### src/rtl/lpc_host_arbiter.sv
`default_nettype none
// ============================================================================
// Module      : lpc_host_arbiter
// Description : Two-requester round-robin arbiter in front of an LPC host
//               controller. The winning request is latched onto the ctrl_*
//               command fields, LFRAME# is pulsed low for LFRAME_CYCLES, and
//               the host handshake (ready drop, then ready rise) completes
//               the cycle with a done pulse. A stalled handshake ends with
//               an err pulse after TIMEOUT cycles.
// Ports       : clk_i, rst_i            clock, synchronous active-high reset
//               req_i/we_i/mem_i [1:0]  per-requester request, write, memory
//               addrN_i [15:0], wdataN_i [7:0]  requester address / data
//               gnt_o, done_o, err_o    one-hot grant, completion, timeout
//               rdata_o [7:0]           read data, valid with done_o
//               ctrl_*_o                command fields to the LPC host
//               ctrl_lframe_o           active-low cycle start
//               ctrl_data_i, ctrl_ready_i  host read data and idle/ready
// Revision    : 1.0 - initial release
// ============================================================================
module lpc_host_arbiter #(
    parameter int LFRAME_CYCLES = 2,
    parameter int TIMEOUT       = 255
) (
    input  logic        clk_i,
    input  logic        rst_i,
    input  logic [1:0]  req_i,
    input  logic [1:0]  we_i,
    input  logic [1:0]  mem_i,
    input  logic [15:0] addr0_i,
    input  logic [15:0] addr1_i,
    input  logic [7:0]  wdata0_i,
    input  logic [7:0]  wdata1_i,
    output logic [1:0]  gnt_o,
    output logic [1:0]  done_o,
    output logic [1:0]  err_o,
    output logic [7:0]  rdata_o,
    output logic [15:0] ctrl_addr_o,
    output logic [7:0]  ctrl_data_o,
    output logic        ctrl_memory_cycle_o,
    output logic        ctrl_rd_status_o,
    output logic        ctrl_wr_status_o,
    output logic        ctrl_lframe_o,
    input  logic [7:0]  ctrl_data_i,
    input  logic        ctrl_ready_i
);

    localparam logic [2:0] c_ST_IDLE      = 3'd0;
    localparam logic [2:0] c_ST_START     = 3'd1;
    localparam logic [2:0] c_ST_WAIT_ACK  = 3'd2;
    localparam logic [2:0] c_ST_WAIT_DONE = 3'd3;
    localparam logic [2:0] c_ST_RESP      = 3'd4;

    localparam logic [15:0] c_LFRAME_LAST  = 16'(LFRAME_CYCLES - 1);
    localparam logic [15:0] c_TIMEOUT_LAST = 16'(TIMEOUT - 1);

    logic [2:0]  r_state;
    logic [2:0]  w_state_nxt;
    logic [15:0] r_cnt;
    logic        r_last;
    logic [1:0]  r_gnt;
    logic [1:0]  r_done;
    logic [1:0]  r_err;
    logic [7:0]  r_rdata;
    logic [15:0] r_addr;
    logic [7:0]  r_data;
    logic        r_mem;
    logic        r_rd;
    logic        r_wr;

    logic        w_win;
    logic [1:0]  w_win_onehot;
    logic        w_grant;
    logic        w_timeout;
    logic        w_complete;

    // With both requesting, the one not granted last wins. r_last resets to 1
    // so requester 0 is favoured first.
    assign w_win        = (req_i[0] & req_i[1]) ? ~r_last : req_i[1];
    assign w_win_onehot = w_win ? 2'b10 : 2'b01;

    always_comb begin
        w_state_nxt = r_state;
        w_grant     = 1'b0;
        w_timeout   = 1'b0;
        w_complete  = 1'b0;
        case (r_state)
            c_ST_IDLE: begin
                if ((|req_i) && ctrl_ready_i) begin
                    w_grant     = 1'b1;
                    w_state_nxt = c_ST_START;
                end
            end
            c_ST_START: begin
                if (r_cnt == c_LFRAME_LAST) begin
                    w_state_nxt = c_ST_WAIT_ACK;
                end
            end
            c_ST_WAIT_ACK: begin
                // Timeout is checked first so it wins over a ready change.
                if (r_cnt == c_TIMEOUT_LAST) begin
                    w_timeout   = 1'b1;
                    w_state_nxt = c_ST_IDLE;
                end else if (!ctrl_ready_i) begin
                    w_state_nxt = c_ST_WAIT_DONE;
                end
            end
            c_ST_WAIT_DONE: begin
                if (r_cnt == c_TIMEOUT_LAST) begin
                    w_timeout   = 1'b1;
                    w_state_nxt = c_ST_IDLE;
                end else if (ctrl_ready_i) begin
                    w_complete  = 1'b1;
                    w_state_nxt = c_ST_RESP;
                end
            end
            c_ST_RESP: begin
                w_state_nxt = c_ST_IDLE;
            end
            default: begin
                w_state_nxt = c_ST_IDLE;
            end
        endcase
    end

    always_ff @(posedge clk_i) begin
        if (rst_i) begin
            r_state <= c_ST_IDLE;
            r_cnt   <= '0;
            r_last  <= 1'b1;
            r_gnt   <= '0;
            r_done  <= '0;
            r_err   <= '0;
            r_rdata <= '0;
            r_addr  <= '0;
            r_data  <= '0;
            r_mem   <= 1'b0;
            r_rd    <= 1'b0;
            r_wr    <= 1'b0;
        end else begin
            r_state <= w_state_nxt;
            r_done  <= '0;
            r_err   <= '0;

            // One counter serves the LFRAME# length and the handshake
            // timeout: it restarts on every state entry. On a timeout it
            // steps once more so it lands on TIMEOUT.
            if (w_timeout) begin
                r_cnt <= r_cnt + 16'd1;
            end else if (w_state_nxt != r_state) begin
                r_cnt <= '0;
            end else if (r_state != c_ST_IDLE) begin
                r_cnt <= r_cnt + 16'd1;
            end

            if (w_grant) begin
                r_gnt  <= w_win_onehot;
                r_last <= w_win;
                r_addr <= w_win ? addr1_i : addr0_i;
                r_data <= w_win ? wdata1_i : wdata0_i;
                r_mem  <= mem_i[w_win];
                r_wr   <= we_i[w_win];
                r_rd   <= ~we_i[w_win];
            end

            if (w_complete) begin
                r_done <= r_gnt;
                if (!r_wr) begin
                    r_rdata <= ctrl_data_i;
                end
            end

            if (w_timeout || (r_state == c_ST_RESP)) begin
                r_err <= w_timeout ? r_gnt : 2'b00;
                r_gnt <= '0;
                r_rd  <= 1'b0;
                r_wr  <= 1'b0;
            end
        end
    end

    assign gnt_o               = r_gnt;
    assign done_o              = r_done;
    assign err_o               = r_err;
    assign rdata_o             = r_rdata;
    assign ctrl_addr_o         = r_addr;
    assign ctrl_data_o         = r_data;
    assign ctrl_memory_cycle_o = r_mem;
    assign ctrl_rd_status_o    = r_rd;
    assign ctrl_wr_status_o    = r_wr;
    assign ctrl_lframe_o       = (r_state != c_ST_START);

endmodule
`default_nettype wire

### config.mk
export PLATFORM = sky130hd
export DESIGN_NAME = lpc_host_arbiter
export DESIGN_NICKNAME = d
export VERILOG_FILES = /design/src/rtl/lpc_host_arbiter.sv
export SDC_FILE = /design/constraint.sdc
export NUM_CORES = 1
export LEC_CHECK = 0
export CORE_ASPECT_RATIO = 2
export CORE_MARGIN = 5
export CORE_UTILIZATION = 40
export CTS_CLUSTER_DIAMETER = 60
export DETAILED_ROUTE_END_ITERATION = 12
export PLACE_DENSITY = 0.74
export REMOVE_ABC_BUFFERS = 1
export SYNTH_ARGS = -nofsm -noshare
export SYNTH_HDL_FRONTEND = slang
export SYNTH_SLANG_ARGS = --single-unit
### constraint.sdc
create_clock -name clk_i -period 3.05 [get_ports clk_i]
set_input_delay 0.61 -clock clk_i [delete_from_list [all_inputs] [get_ports clk_i]]
set_output_delay 0.61 -clock clk_i [all_outputs]
set_load 0.05 [all_outputs]
==> flow_summary_export.csv, run 1 <==
group,metric,value,unit
run_status,status,"complete, no violations",
placed_design,dpl_worst_slack,0.4394,ns
placed_design,gp_congestion,0.8396,
global_route,overflow,0,
floorplan,die_area,8984,sq um
routing,ant_nets,0,
floorplan,rows,43,
power,total_power,0.002401,W
timing,rsz0062_at_grt,"no",
critical_path,crit_required,3.23,ns
routing,drt_iter0_drc,87,
timing,fin_crit_sh,0.8215,
synth,seq_area_frac_synth,0.4301,
synth,synth_cell_types,42,
critical_path,worstPathMaxFanout,16,
timing,fin_crit,2.506,ns
clock_network,numCtsBuffers,9,
synth,synth_cells,300,
clock_network,htreeDepth,3,
placed_design,port_buffers,106,
synth,avgSynthCellArea,9.463,sq um
critical_path,cpPeakStageDelay,0.60,ns
placed_design,place_hpwl,5.682,mm
critical_path,path_delay_family,"simple AND/OR/NAND/NOR gates",
global_route,grt_pass1_vias,2581,
power,powerDensity,560.7,nW/um^2
floorplan,coreArea,6940,sq um
floorplan,die_x,69.57,um
synth,synthFlopType,"dfxtp_1",
clock_network,cts_setup_buffers,0,
cells_and_area,final_cell_mix,"105 x clkdlybuf4s50_1, 61 x dfxtp_1, 45 x nor2_1",
clock_network,cts.repair.resized,0,
cells_and_area,drive_gt1_frac,0.1002,
floorplan,initial_utilization,0.4090,
routing,met1_length,2.661,mm
synth,ys_ff_latch,61,
timing,setup_viol,0,
cells_and_area,layout_commonest_cell,"clkdlybuf4s50_1",
worst_hold_path,hold_depth,2,
clock_network,clock_latency,0.33,ns
power,leakage,1.489,nW
critical_path,ff2ff_setup_slack,0.54,ns
critical_path,path_buf_inv,1,
critical_path,worst_ep_arrival_time,2.69,ns
routing,highest_layer,"met4",
routing,drtPass1Iterations,4,
critical_path,worstSetupEndpointType,"register",
cells_and_area,fin_util,0.6171,
synth,synth_edf_count,0,
global_route,grt_antenna_before_repair,0,
timing,hold_viol_final,0,
routing,drc,0,
routing,vias,2600,
floorplan,chipHeight,129.1,um
worst_hold_path,hp-class,"register to register",
clock_network,clock_path_buffers,2,
global_route,grtUsageTotal,0.1640,
timing,slew_violations,0,
clock_network,hold_buffers,0,
cells_and_area,fillers,601,
floorplan,io_pins,107,
clock_network,cts_tree,"yes",
routing,wire_per_inst,14.97,um
critical_path,r2r_cells,7,
clock_network,cts_root_buf,"clkbuf_16",
critical_path,cp.depth,7,
critical_path,startpoint_type,"register",
critical_path,critPathSlowestCell,"nor4_1",
timing,worst_pin_slew,0.6938,ns
timing,fmax,0.3991,GHz
power,vdd_ir_drop_max,0.4311,mV
routing,viasPerCell,5.210,
routing,wl_met3,411,um
critical_path,critPathKind,"register to register",
timing,finalClockSkew,0.004645,ns
routing,routed-wl-met2,4.170,mm
global_route,grt_pass1_wl,11.68,mm
synth,yosys_warnings,0,
synth,synth_area,2839,sq um
cells_and_area,area_growth,50.86,%
routing,wl,7.469,mm
synth,ys_async_sr_fraction,0,
timing,setup_slack,0.5444,ns
critical_path,path_cells,"ha_1 -> or4b_1 -> nor4_1 -> o32ai_1 -> o21ai_2 -> buf_4 -> a211oi_1",
global_route,grt_max_degree,55,
clock_network,clkSinkCount,61,
timing,relSlewSlack,0.5332,
cells_and_area,fin_nets,473,
clock_network,path_clk_slew,0.05,ns
cells_and_area,antenna_cells,0,
run,maxCapViolCount,0,
[layout make-up]
type | instances | area (sq um) | share of cell area
clock inverters | 1 | 5.005 | 0.001169
inverters | 6 | 22.52 | 0.005259
clock buffers | 14 | 274.0 | 0.06398
flip-flops and latches | 61 | 1221 | 0.2851
repair buffers | 113 | 1121 | 0.2618
well taps | 90 | 112.6 | 0.02629
multi-input cells | 214 | 1526 | 0.3564
[per-layer routing]
| layer | vias to the layer above | global-route usage |
|---|---|---|
| met5 | - | 0 |
| li1 | 1302 | - |
| met2 | 82 | 0.3204 |
| met1 | 1195 | 0.1464 |
| met4 | 0 | 0.09781 |
| met3 | 21 | 0.04425 |
[metrics by stage]
step / TNS, ns / hold slack, ns / cell area, sq um / std cells
after floorplan: -29.28 / 0.4307 / 2758 / 281
after global placement: 0 / 0.4680 / 4004 / 484
after detailed placement: 0 / 0.4728 / 4004 / 484
after CTS: 0 / 0.4794 / 4283 / 499
after global routing: 0 / 0.5066 / 4283 / 499
final: 0 / 0.4784 / 4283 / 499
[flip-flops by register name (all words and copies together) (netlist names)]
signal,cells
ctrl_rd_status_o,1
r_last,1
gnt_o,2
rdata_o,8
err_o,2
done_o,2
ctrl_data_o,8
r_state,3
ctrl_addr_o,16
ctrl_wr_status_o,1
ctrl_memory_cycle_o,1
r_cnt,16
[Yosys cell counts, drive strengths merged, types with 6 or more instances]
master / number / area share
xor2: 6 / 0.019
dfxtp: 61 / 0.43
nor3: 10 / 0.018
clkbuf: 12 / 0.016
a211oi: 39 / 0.12
nand3: 6 / 0.011
mux2i: 35 / 0.12
inv: 6 / 0.0079
nand2: 16 / 0.021
nor2: 45 / 0.059
xnor2: 7 / 0.022
buf: 7 / 0.013
[final timing paths]
kind / start / to
setup / recovery: r_cnt[0] / r_cnt[12]
hold reg to reg: ctrl_rd_status_o / ctrl_rd_status_o
hold / removal: ctrl_rd_status_o / ctrl_rd_status_o
setup reg to reg: r_cnt[0] / r_cnt[12]
[logic make-up (layout without fill, tap and decap cells)]
group | Yosys count | count (layout) | share of synthesized area
AOI/OAI and AO/OA | 60 | 60 | 0.1798
xor gates and xnor gates | 13 | 13 | 0.04011
adders and majority gates | 3 | 3 | 0.01322
buffers and inverters | 25 | 134 | 0.03658
DFF | 61 | 61 | 0.4301
muxes | 35 | 35 | 0.1234
and+or+nand+nor | 103 | 103 | 0.1767
[power breakdown]
part	total, W	switching (W)	internal, W
clock network	0.000934	0.000325	0.000609
logic	0.000579	0.000343	0.000236
registers	0.000889	0.0000377	0.000851
total	0.00240	0.000705	0.00170
[tightest hold or removal path, cell delays in order, from the launching register on]
cell and delay, ns:
dfxtp_1 0.32, nand2_1 0.06, a21oi_1 0.06
No activity file was read; power rests on OpenSTA's default activity.
==> inputs of run 2 (changes only) <==
- PLACE_DENSITY: 0.74 -> 0.77
- clock period: 3.05 -> 2.1 ns (I/O delays scaled with it)
==> flow_summary_export.csv, run 2 (synthesized netlist as in run 1, its figures left out) <==
group,metric,value,unit
placed_design,place_hpwl,6.427,mm
clock_network,clock_latency,0.32,ns
cells_and_area,antenna_cells,0,
cells_and_area,area_growth,65.98,%
cells_and_area,final_cell_mix,"104 x clkdlybuf4s50_1, 60 x dfxtp_1, 44 x nor2_1",
placed_design,port_buffers,106,
global_route,grt_pass1_wl,13.47,mm
clock_network,numCtsBuffers,9,
clock_network,cts_root_buf,"clkbuf_16",
run,maxCapViolCount,0,
placed_design,dp_cells,519,
floorplan,initial_utilization,0.4090,
clock_network,clkSinkCount,61,
worst_hold_path,hp-class,"register to register",
timing,fin_crit,2.226,ns
timing,hold_viol_final,0,
timing,fin_crit_sh,1.060,
global_route,use_met2,0.3739,
timing,setup_slack,-0.1257,ns
critical_path,r2r_cells,6,
critical_path,worstSetupEndpointType,"register",
floorplan,rows,43,
critical_path,crit_required,2.32,ns
power,powerDensity,847.7,nW/um^2
global_route,grt_antenna_before_repair,0,
global_route,grtUsageTotal,0.1899,
clock_network,path_clk_slew,0.05,ns
timing,setup_viol,16,
clock_network,cts_tree,"yes",
critical_path,startpoint_type,"register",
clock_network,hold_buffers,0,
routing,drtPass1Iterations,4,
routing,ant_nets,0,
run_status,violations,"setup timing",
timing,rsz0062_at_grt,"yes",
floorplan,die_x,69.57,um
cells_and_area,layout_commonest_cell,"clkdlybuf4s50_1",
timing,worst_pin_slew,0.5779,ns
power,vdd_ir_drop_max,0.7227,mV
timing,fmax,0.4493,GHz
routing,wire_per_inst,16.03,um
global_route,grt_pass1_vias,3031,
timing,finalClockSkew,0.005728,ns
routing,drt_iter0_drc,155,
global_route,overflow,0,
clock_network,htreeDepth,3,
placed_design,dpl_worst_slack,-0.1849,ns
critical_path,worst_ep_arrival_time,2.45,ns
placed_design,gp_congestion,0.9142,
floorplan,die_area,8984,sq um
timing,fin_setup_tns,-1.638,ns
timing,whs,0.4763,ns
global_route,grtUsageMet1,0.1732,
routing,wl,8.593,mm
routing,drc,0,
floorplan,io_pins,107,
clock_network,clock_path_buffers,2,
routing,viasPerCell,5.259,
worst_hold_path,hold_depth,2,
global_route,grt_busiest_layer,"met2",
critical_path,critPathKind,"register to register",
routing,vias,2819,
global_route,grt_max_degree,40,
cells_and_area,fin_util,0.6789,
cells_and_area,drive_gt1_frac,0.1973,
power,leakage,1.733,nW
timing,relSlewSlack,0.6135,
floorplan,chipHeight,129.1,um
cells_and_area,fin_cells,536,
timing,slew_violations,0,
run_status,status,"finished with violations",
floorplan,coreArea,6940,sq um
critical_path,worstPathMaxFanout,5,
cells_and_area,fin_nets,509,
global_route,grt_util_met3,0.04658,
[run 2: metal layers]
metal  wire, um  share of wire
met4        259          0.030
met3        422          0.049
met5          0              0
met1       2963           0.34
met2       4948           0.58
[run 2: area by class of cell]
cell class | instances | area, sq um
clock buffer | 13 | 270.3
clock inverter | 3 | 90.09
fill | 506 | 2228
inverter | 6 | 22.52
multi-input combinational | 214 | 1585
sequential | 61 | 1222
tap | 90 | 112.6
timing repair buffer | 149 | 1409
[run 2: worst max-delay path: stages (launching register included)]
cell and delay (ns):
dfxtp_2 0.32, or4_4 0.53, or4_4 0.57, a211oi_2 0.22
o21ai_2 0.12, buf_6 0.17, o41ai_2 0.20
[run 2: worst paths after layout]
check	to	slack (ns)	startpoint
max	r_cnt[1]	-0.13	r_cnt[8]
min	ctrl_rd_status_o	0.48	ctrl_rd_status_o
max reg2reg	r_cnt[1]	-0.13	r_cnt[8]
min reg2reg	ctrl_rd_status_o	0.48	ctrl_rd_status_o
[run 2: power by group]
group / switching (W) / internal (W) / leakage, nW / total [W]
combinational: 0.000549 / 0.000409 / 1.06 / 0.000958
sequential: 0.0000527 / 0.00123 / 0.499 / 0.00129
clock: 0.000493 / 0.00126 / 0.176 / 0.00175
[run 2: timing repair]
action | CTS | global route
pin swaps | 1 | 2
buffers inserted | 0 | 1
gates resized for setup | 2 | 10
endpoints found under the setup margin | 16 | 48
gates cloned | 0 | 0
[run 2: through the flow]
| stage | total power (W) | area (sq um) |
|---|---|---|
| after floorplan | 0.001810 | 2758 |
| after global placement | 0.002210 | 4277 |
| after detailed placement | 0.002229 | 4277 |
| after CTS | 0.003997 | 4652 |
| after global routing | 0.004133 | 4712 |
| final | 0.003994 | 4712 |
